<file path="config.mk">
export PLATFORM = sky130hd
export DESIGN_NAME = ibex_crc_unit
export DESIGN_NICKNAME = d
export VERILOG_FILES = /design/src/rtl/ibex_crc_unit_pkg.sv /design/src/rtl/ibex_crc_unit_step.sv /design/src/rtl/ibex_crc_unit.sv
export SDC_FILE = /design/constraint.sdc
export NUM_CORES = 1
export LEC_CHECK = 0
export BUFFER_PORTS_ARGS = -buffer_cell sky130_fd_sc_hd__buf_2
export CAP_MARGIN = 10
export CORE_ASPECT_RATIO = 0.5
export CORE_MARGIN = 2
export CORE_UTILIZATION = 49
export DETAILED_ROUTE_END_ITERATION = 8
export GPL_TIMING_DRIVEN = 1
export PLACE_DENSITY = 0.85
export SYNTH_ARGS = -nofsm -noshare
export SYNTH_HDL_FRONTEND = slang
export SYNTH_SLANG_ARGS = --single-unit
export TNS_END_PERCENT = 10
</file>
<file path="constraint.sdc">
create_clock -name clk_i -period 2.3 [get_ports clk_i]
set_input_delay 0.46 -clock clk_i [delete_from_list [all_inputs] [get_ports clk_i]]
set_output_delay 0.46 -clock clk_i [all_outputs]
set_load 0.02 [all_outputs]
</file>
<file path="src/rtl/ibex_crc_unit_pkg.sv">
// Shared ALU operator encodings plus CRC unit state, polynomials and operator decode helpers.
package ibex_crc_unit_pkg;

  typedef enum logic [5:0] {
    ALU_ADD      = 6'd0,
    ALU_SUB      = 6'd1,
    ALU_XOR      = 6'd2,
    ALU_OR       = 6'd3,
    ALU_AND      = 6'd4,
    ALU_CRC32_B  = 6'd48,
    ALU_CRC32C_B = 6'd49,
    ALU_CRC32_H  = 6'd50,
    ALU_CRC32C_H = 6'd51,
    ALU_CRC32_W  = 6'd52,
    ALU_CRC32C_W = 6'd53
  } alu_op_e;

  typedef enum logic [1:0] {
    CRC_IDLE,
    CRC_BUSY,
    CRC_DONE
  } crc_state_e;

  parameter logic [31:0] CRC32_POLY  = 32'hEDB88320;
  parameter logic [31:0] CRC32C_POLY = 32'h82F63B78;

  function automatic logic crc_is_op(logic [5:0] op);
    return (op == ALU_CRC32_B) || (op == ALU_CRC32C_B) ||
           (op == ALU_CRC32_H) || (op == ALU_CRC32C_H) ||
           (op == ALU_CRC32_W) || (op == ALU_CRC32C_W);
  endfunction

  // Anything that is not a CRC32C op falls back to the plain CRC32 polynomial.
  function automatic logic [31:0] crc_poly(logic [5:0] op);
    if ((op == ALU_CRC32C_B) || (op == ALU_CRC32C_H) || (op == ALU_CRC32C_W))
      return CRC32C_POLY;
    return CRC32_POLY;
  endfunction

  function automatic logic [6:0] crc_nbits(logic [5:0] op);
    if ((op == ALU_CRC32_B) || (op == ALU_CRC32C_B)) return 7'd8;
    if ((op == ALU_CRC32_H) || (op == ALU_CRC32C_H)) return 7'd16;
    return 7'd32;
  endfunction

endpackage

</file>
<file path="src/rtl/ibex_crc_unit_step.sv">
// Combinational reflected-CRC kernel: applies BitsPerCycle single-bit steps to x.
module ibex_crc_step #(
  parameter int unsigned BitsPerCycle = 4
) (
  input  logic [31:0] x_i,
  input  logic [31:0] poly_i,
  output logic [31:0] x_o
);

  always_comb begin
    logic [31:0] x;
    x = x_i;
    for (int i = 0; i < BitsPerCycle; i++) begin
      x = (x >> 1) ^ (poly_i & {32{x[0]}});
    end
    x_o = x;
  end

endmodule

</file>
<file path="src/rtl/ibex_crc_unit.sv">
// Multi-cycle bit-serial CRC32/CRC32C unit for crc32[c].{b,h,w}.
// Optional feature macro: IBEX_CRC_ILLEGAL_OP_EN (flag non-CRC operators instead of running CRC32_W).
module ibex_crc_unit
  import ibex_crc_unit_pkg::*;
#(
  parameter int unsigned BitsPerCycle = 4
) (
  input  logic        clk_i,
  input  logic        rst_ni,
  input  logic        start_i,
  input  logic        kill_i,
  input  logic [5:0]  operator_i,
  input  logic [31:0] operand_i,
  output logic        ready_o,
  output logic        valid_o,
  output logic [31:0] result_o,
  output logic        illegal_op_o
);

  localparam int unsigned Shift = $clog2(BitsPerCycle);

  if (!(BitsPerCycle == 1 || BitsPerCycle == 2 || BitsPerCycle == 4 || BitsPerCycle == 8))
  begin : g_bad_bits_per_cycle
    $error("ibex_crc_unit: BitsPerCycle must be 1, 2, 4 or 8");
  end

  crc_state_e  state_q, state_d;
  logic [31:0] x_q, x_d, poly_q, poly_d, x_step;
  logic [5:0]  cnt_q, cnt_d;
  logic        accept, op_legal;

  assign accept = start_i & ready_o & ~kill_i;

`ifdef IBEX_CRC_ILLEGAL_OP_EN
  logic illegal_q;
  assign op_legal = crc_is_op(operator_i);

  always_ff @(posedge clk_i or negedge rst_ni) begin
    if (!rst_ni)     illegal_q <= 1'b0;
    else if (accept) illegal_q <= ~op_legal;
  end

  assign illegal_op_o = valid_o & illegal_q;
`else
  assign op_legal     = 1'b1;
  assign illegal_op_o = 1'b0;
`endif

  ibex_crc_step #(.BitsPerCycle(BitsPerCycle)) u_step (
    .x_i   (x_q),
    .poly_i(poly_q),
    .x_o   (x_step)
  );

  always_ff @(posedge clk_i or negedge rst_ni) begin
    if (!rst_ni) state_q <= CRC_IDLE;
    else         state_q <= state_d;
  end

  always_comb begin
    state_d = state_q;
    unique case (state_q)
      CRC_IDLE: if (accept) state_d = op_legal ? CRC_BUSY : CRC_DONE;
      CRC_BUSY: if (cnt_q == 6'd0) state_d = CRC_DONE;
      CRC_DONE: state_d = accept ? (op_legal ? CRC_BUSY : CRC_DONE) : CRC_IDLE;
      default:  state_d = CRC_IDLE;
    endcase
    if (kill_i) state_d = CRC_IDLE;
  end

  always_comb begin
    ready_o = (state_q == CRC_IDLE) || (state_q == CRC_DONE);
    valid_o = (state_q == CRC_DONE) && !kill_i;
  end

  // x is frozen on kill so result_o keeps the last value until the next accept.
  always_comb begin
    x_d    = x_q;
    poly_d = poly_q;
    cnt_d  = cnt_q;
    if (accept) begin
      x_d    = op_legal ? operand_i : 32'h0;
      poly_d = crc_poly(operator_i);
      cnt_d  = 6'((crc_nbits(operator_i) >> Shift) - 7'd1);
    end else if ((state_q == CRC_BUSY) && !kill_i) begin
      x_d   = x_step;
      cnt_d = cnt_q - 6'd1;
    end
  end

  always_ff @(posedge clk_i or negedge rst_ni) begin
    if (!rst_ni) begin
      x_q    <= 32'h0;
      poly_q <= 32'h0;
      cnt_q  <= 6'd0;
    end else begin
      x_q    <= x_d;
      poly_q <= poly_d;
      cnt_q  <= cnt_d;
    end
  end

  assign result_o = x_q;

endmodule

</file>
Word-level counts from Yosys, hierarchy flattened
Cells that the tools add are included.

$add $sub $neg: 2. Eq/ne operators: 9. Muxes and demuxes: 23. Bitwise operators: 11. Reductions and logical operators: 12.

Operators with widths (count): 32-bit bitwise AND (4); 32-bit two-way mux (4); 31-bit by 32-bit XOR with 32-bit output (4); 7-bit two-way mux (5); 6-bit equality test, second input constant (5); 6-bit two-way mux (2); 1-bit two-way mux (8); 6-bit logical NOT (1); 2-bit two-way mux (3); 3-bit != test, second input constant (2); 2-bit one-hot mux with 3 select lines (1); 5-bit by 1-bit subtractor with 6-bit output, second input constant (1); 6-bit by 1-bit subtractor with 6-bit output, second input constant (1); 1-bit logical OR (5); 1-bit bitwise AND (2); 2-bit by 1-bit equality test with 1-bit output, second input constant (1); 2-bit equality test, second input constant (1); 1-bit logical AND (2); 2-bit logical NOT (1); 2-bit AND reduction (1); 2-bit nonzero test (1); 1-bit logical NOT (1); 1-bit inverter (1).

Register bits: 72. Input port bits: 42. Output and inout bits: 35. Logic and storage cells: 61.

Logic depth before layout (Yosys ltp)
Depth after elaboration: 12. Mapped depth: 10. Gate-level depth less buffers: 7.

Hierarchy
Synthesis repeated with hierarchy kept, for this count alone.

Cell total of the unflattened synthesis: 889. Area, all modules: 6183.4 µm².

Modules (own cells, without submodules): ibex_crc_step (instances 1, cells an instance 653, area each 4063.9 µm², seq. area each 0.0 µm²); ibex_crc_unit (instances 1, cells an instance 236, area each 2119.5 µm², seq. area each 1076.0 µm²).

Worst setup path after synthesis
Ideal clock, no wire load.

Kind: input to register. Start: input kill_i. End: register cnt_q[4]. Setup time: 0.121 ns. Arrival: 2.134 ns. Setup slack: 0.045 ns. Stages: 10. Buffers on the path: 4. Cell sequence: buf_2 or3b_1 clkbuf_1 buf_2 buf_6 a21oi_1 ha_1 nand3_1 xnor2_1 a22o_1.

Longest elaborated chain between the ends: 3. Elaborated cells between the ends (all ways): 6.

RTL lines: start, declared (RTL line ibex_crc_unit.sv:11) `input logic kill_i,`; 1-bit inverter or 1-bit logical NOT (tied branches) (RTL line ibex_crc_unit.sv:32, ibex_crc_unit.sv:85); 1-bit bitwise AND or 1-bit logical AND (tied branches) (RTL line ibex_crc_unit.sv:32, ibex_crc_unit.sv:85); 6-bit two-way mux or 2-bit nonzero test (tied branches); end signal, assigned (RTL line ibex_crc_unit.sv:99) `cnt_q <= cnt_d;`; end, declared (RTL line ibex_crc_unit.sv:29) `logic [5:0] cnt_q, cnt_d;`.

Several ways; a longest one is shown, not always the timed one. A chain may end at the register's enable or synchronous reset.

Final worst setup path
Start: register state_q[0]. End: register cnt_q[4].

Longest elaborated chain between the ends: 5. Elaborated cells between the ends (all ways): 9.

RTL lines: start, declared (RTL line ibex_crc_unit.sv:27) `crc_state_e state_q, state_d;`; start signal, assigned (RTL line ibex_crc_unit.sv:57) `else state_q <= state_d;`; 2-bit equality test or 2-bit logical NOT (tied branches) (RTL line ibex_crc_unit.sv:72) `ready_o = (state_q == CRC_IDLE) || (state_q == CRC_DONE);`; 1-bit logical OR (RTL line ibex_crc_unit.sv:72); 1-bit bitwise AND (2 in series) (RTL line ibex_crc_unit.sv:32) `assign accept = start_i & ready_o & ~kill_i;`; 6-bit two-way mux or 2-bit nonzero test (tied branches).

Several ways; a longest one is shown, not always the timed one.

==> results.cfg <==
[outcome]
outcome = finished clean

[finish]
n_antenna_cell = 0
final_common_cell = buf_2
fin_util_pct = 60.4
fin_cells = 485
mostFrequentLayoutCells = buf_2 (75), dfrtp_1 (43), a21oi_1 (34)
area_delta_synth_final_pct = 19.7
final_nets = 439
drive_above_1_share_pct = 25.9

[power]
netSwitchingFraction_pct = 43.8
power_density_nw_per_um2 = 1430
p_int_uw = 2950
p_sw_uw = 2290
p_clk_share_pct = 14.3
leakage_uw = 0.00174
comb_power_share_pct = 57.1
power_frac_seq_pct = 28.6
irDropWorstVdd_uv = 492

[floorplanning]
die_height_microns = 59.8
core.rowCount = 20
start_util_pct = 50.4
die-area_sq_um = 6920
core_area_sq_um = 6060
dieWidth_microns = 116
ios = 77

[logic_synthesis]
synth-main-ff-cell = dfrtp_1
synth_edf_count = 0
syn_nets = 372
ys_seq_area_share_pct = 35.2
netlist_area_sq_um = 3050
synth_cell_type_count = 45
synth_warnings = 0
async_reset_ff_share_pct = 100
ys_seq_elements = 43
syn-instance-count = 329
synth.avg_cell_area_sq_um = 9.28

[setup_path]
reg2reg_slack_ns = 0.29
crit_path_start_kind = flip-flop
worst-setup-path-type = flip-flop to flip-flop
cp.arrival_ns = 2.19
end_kind = flip-flop
reg2reg_depth = 7
worstPathRequired_ns = 2.47
cp_max_fo = 5

[timing]
finClkSkew_ns = 0.00491
fmax_ghz = 0.496
fin_tns_setup_ns = 0
post-route-min-period_ns = 2.01
post-route-period-util_pct = 87.6
setup_viol = 0
worstMarginPinSlew_ns = 0.750
hold_violations = 0
report.final.slew_viol_count = 0
slew_headroom_pct = 49.8
rsz0062_at_grt = no
finalWorstSetupSlack_ns = 0.286

[clock_network]
cts_buffers = 5
postCtsResizedCells = 0
cts_hold_buffers = 0
cts_tree = built
cts_buffer_depth = 2
htreeDepth = 2
root_buffer = clkbuf_16
clock_sinks = 43
post_cts_buffers = 0
clk_transition_reported_paths_ns = 0.07
insertion_delay_ns = 0.29

[global_route]
grt_pass1_wl_mm = 12.7
grt_overflow = 0
antenna_found_initial = 0
track_usage_pct = 24.1
grt_pass1_vias = 2583
grt_max_degree = 44

[detailed_routing]
ant_nets = 0
vias = 2776
wl_per_cell_microns = 16.8
drtIter0Drc = 260
dr.pass1.iters = 4
viasPerCell = 5.72
wl_mm = 8.14
drc_errors = 0

[place]
port_buffers = 75
dp_slack_ns = 0.0579
place_congestion = 0.938
place_inst = 477
post-dp-hpwl_mm = 5.79

[hold_path]
hp-class = input port to asynchronous set/reset pin

[job]
cap_viol_max_count = 0
## layer usage
layer | track usage (%) | wire (microns) | vias up
met5 | 0 | 0 | -
met4 | 6.46 | 94 | 0
met3 | 3.55 | 608 | 11
met2 | 39.4 | 3820 | 103
met1 | 34.1 | 3620 | 1365
li1 | - | - | 1297
## final cells by class
class	instances	area (sq um)
clock buffers	6	139
multi-input cells	252	1810
clock inverters	2	16.3
flip-flops and latches	43	1080
inverters	6	22.5
well taps	88	110
repair buffers	88	485
fillers	527	2400
## critical path, stage by stage, from the launching register on
cell and delay [ns]:
dfrtp_1 0.38, or3b_1 0.48, nor4_2 0.31, a21oi_1 0.07, ha_1 0.24, nand3_1 0.11, xnor2_1 0.11, a22o_1 0.20
## worst paths after layout
check,start,endpoint
max,state_q[0]$_DFFE_PN0P_,cnt_q[4]$_DFFE_PN0P_
min,rst_ni,result_o[26]$_DFFE_PN0P_
max reg2reg,state_q[0]$_DFFE_PN0P_,cnt_q[4]$_DFFE_PN0P_
min reg2reg,cnt_q[5]$_DFFE_PN0P_,state_q[1]$_DFFE_PN0P_
max in group asynchronous,rst_ni,result_o[29]$_DFFE_PN0P_
min in group clk_i,operand_i[30],result_o[30]$_DFFE_PN0P_
## power groups by stage
| stage | logic [uW] | registers [uW] | clock network (uW) |
|---|---|---|---|
| finish | 2990 | 1500 | 747 |
| detailed placement | 2950 | 1490 | 0 |
| CTS | 2970 | 1490 | 742 |
| global placement | 2880 | 1480 | 0 |
| floorplan | 2030 | 1650 | 0 |
| global route | 3220 | 1540 | 781 |
## Yosys cell counts, types with 2 or more instances
master | n | area [sq um]
xnor3_1 | 11 | 248
o22ai_1 | 9 | 56.3
xnor2_1 | 12 | 105
a21boi_0 | 12 | 90.1
nand3b_1 | 10 | 75.1
a211oi_1 | 9 | 67.6
nor3b_1 | 3 | 22.5
clkbuf_1 | 7 | 26.3
nor2_1 | 29 | 109
xor2_1 | 16 | 140
buf_4 | 7 | 52.6
and3b_1 | 9 | 78.8
nand2_1 | 30 | 113
o211ai_1 | 9 | 67.6
nand3_1 | 4 | 20.0
dfrtp_1 | 43 | 1080
xor3_1 | 2 | 47.6
or3b_1 | 2 | 17.5
inv_1 | 6 | 22.5
mux2i_1 | 3 | 30.0
a21oi_1 | 34 | 170
nor3_1 | 5 | 25.0
a22oi_1 | 7 | 52.6
o21ai_1 | 2 | 10.0
buf_2 | 13 | 65.1
o21ai_0 | 16 | 80.1
## cell families after synthesis
group	after synthesis	synth area share (%)
AOI/OAI and AO/OA	104	21.1
and+or+nand+nor	100	17.6
xor gates and xnor gates	43	18.8
DFF	43	35.2
buffers and inverters	34	5.82
muxes	3	0.984
adders and majority gates	1	0.410
other	1	0.123
## stage by stage
stage               cell area (sq um)  total power, uW  hold slack [ns]
floorplan                        3050             3680            0.164
global placement                 3500             4360            0.454
detailed placement               3500             4440            0.458
CTS                              3650             5200            0.151
global route                     3650             5540            0.163
finish                           3650             5240            0.136
## registers in the layout (all words and copies together), names as in the netlist
signal / count
state_q: 2
poly_q: 3
result_o: 32
cnt_q: 6
(Power assumes the default switching activity.)
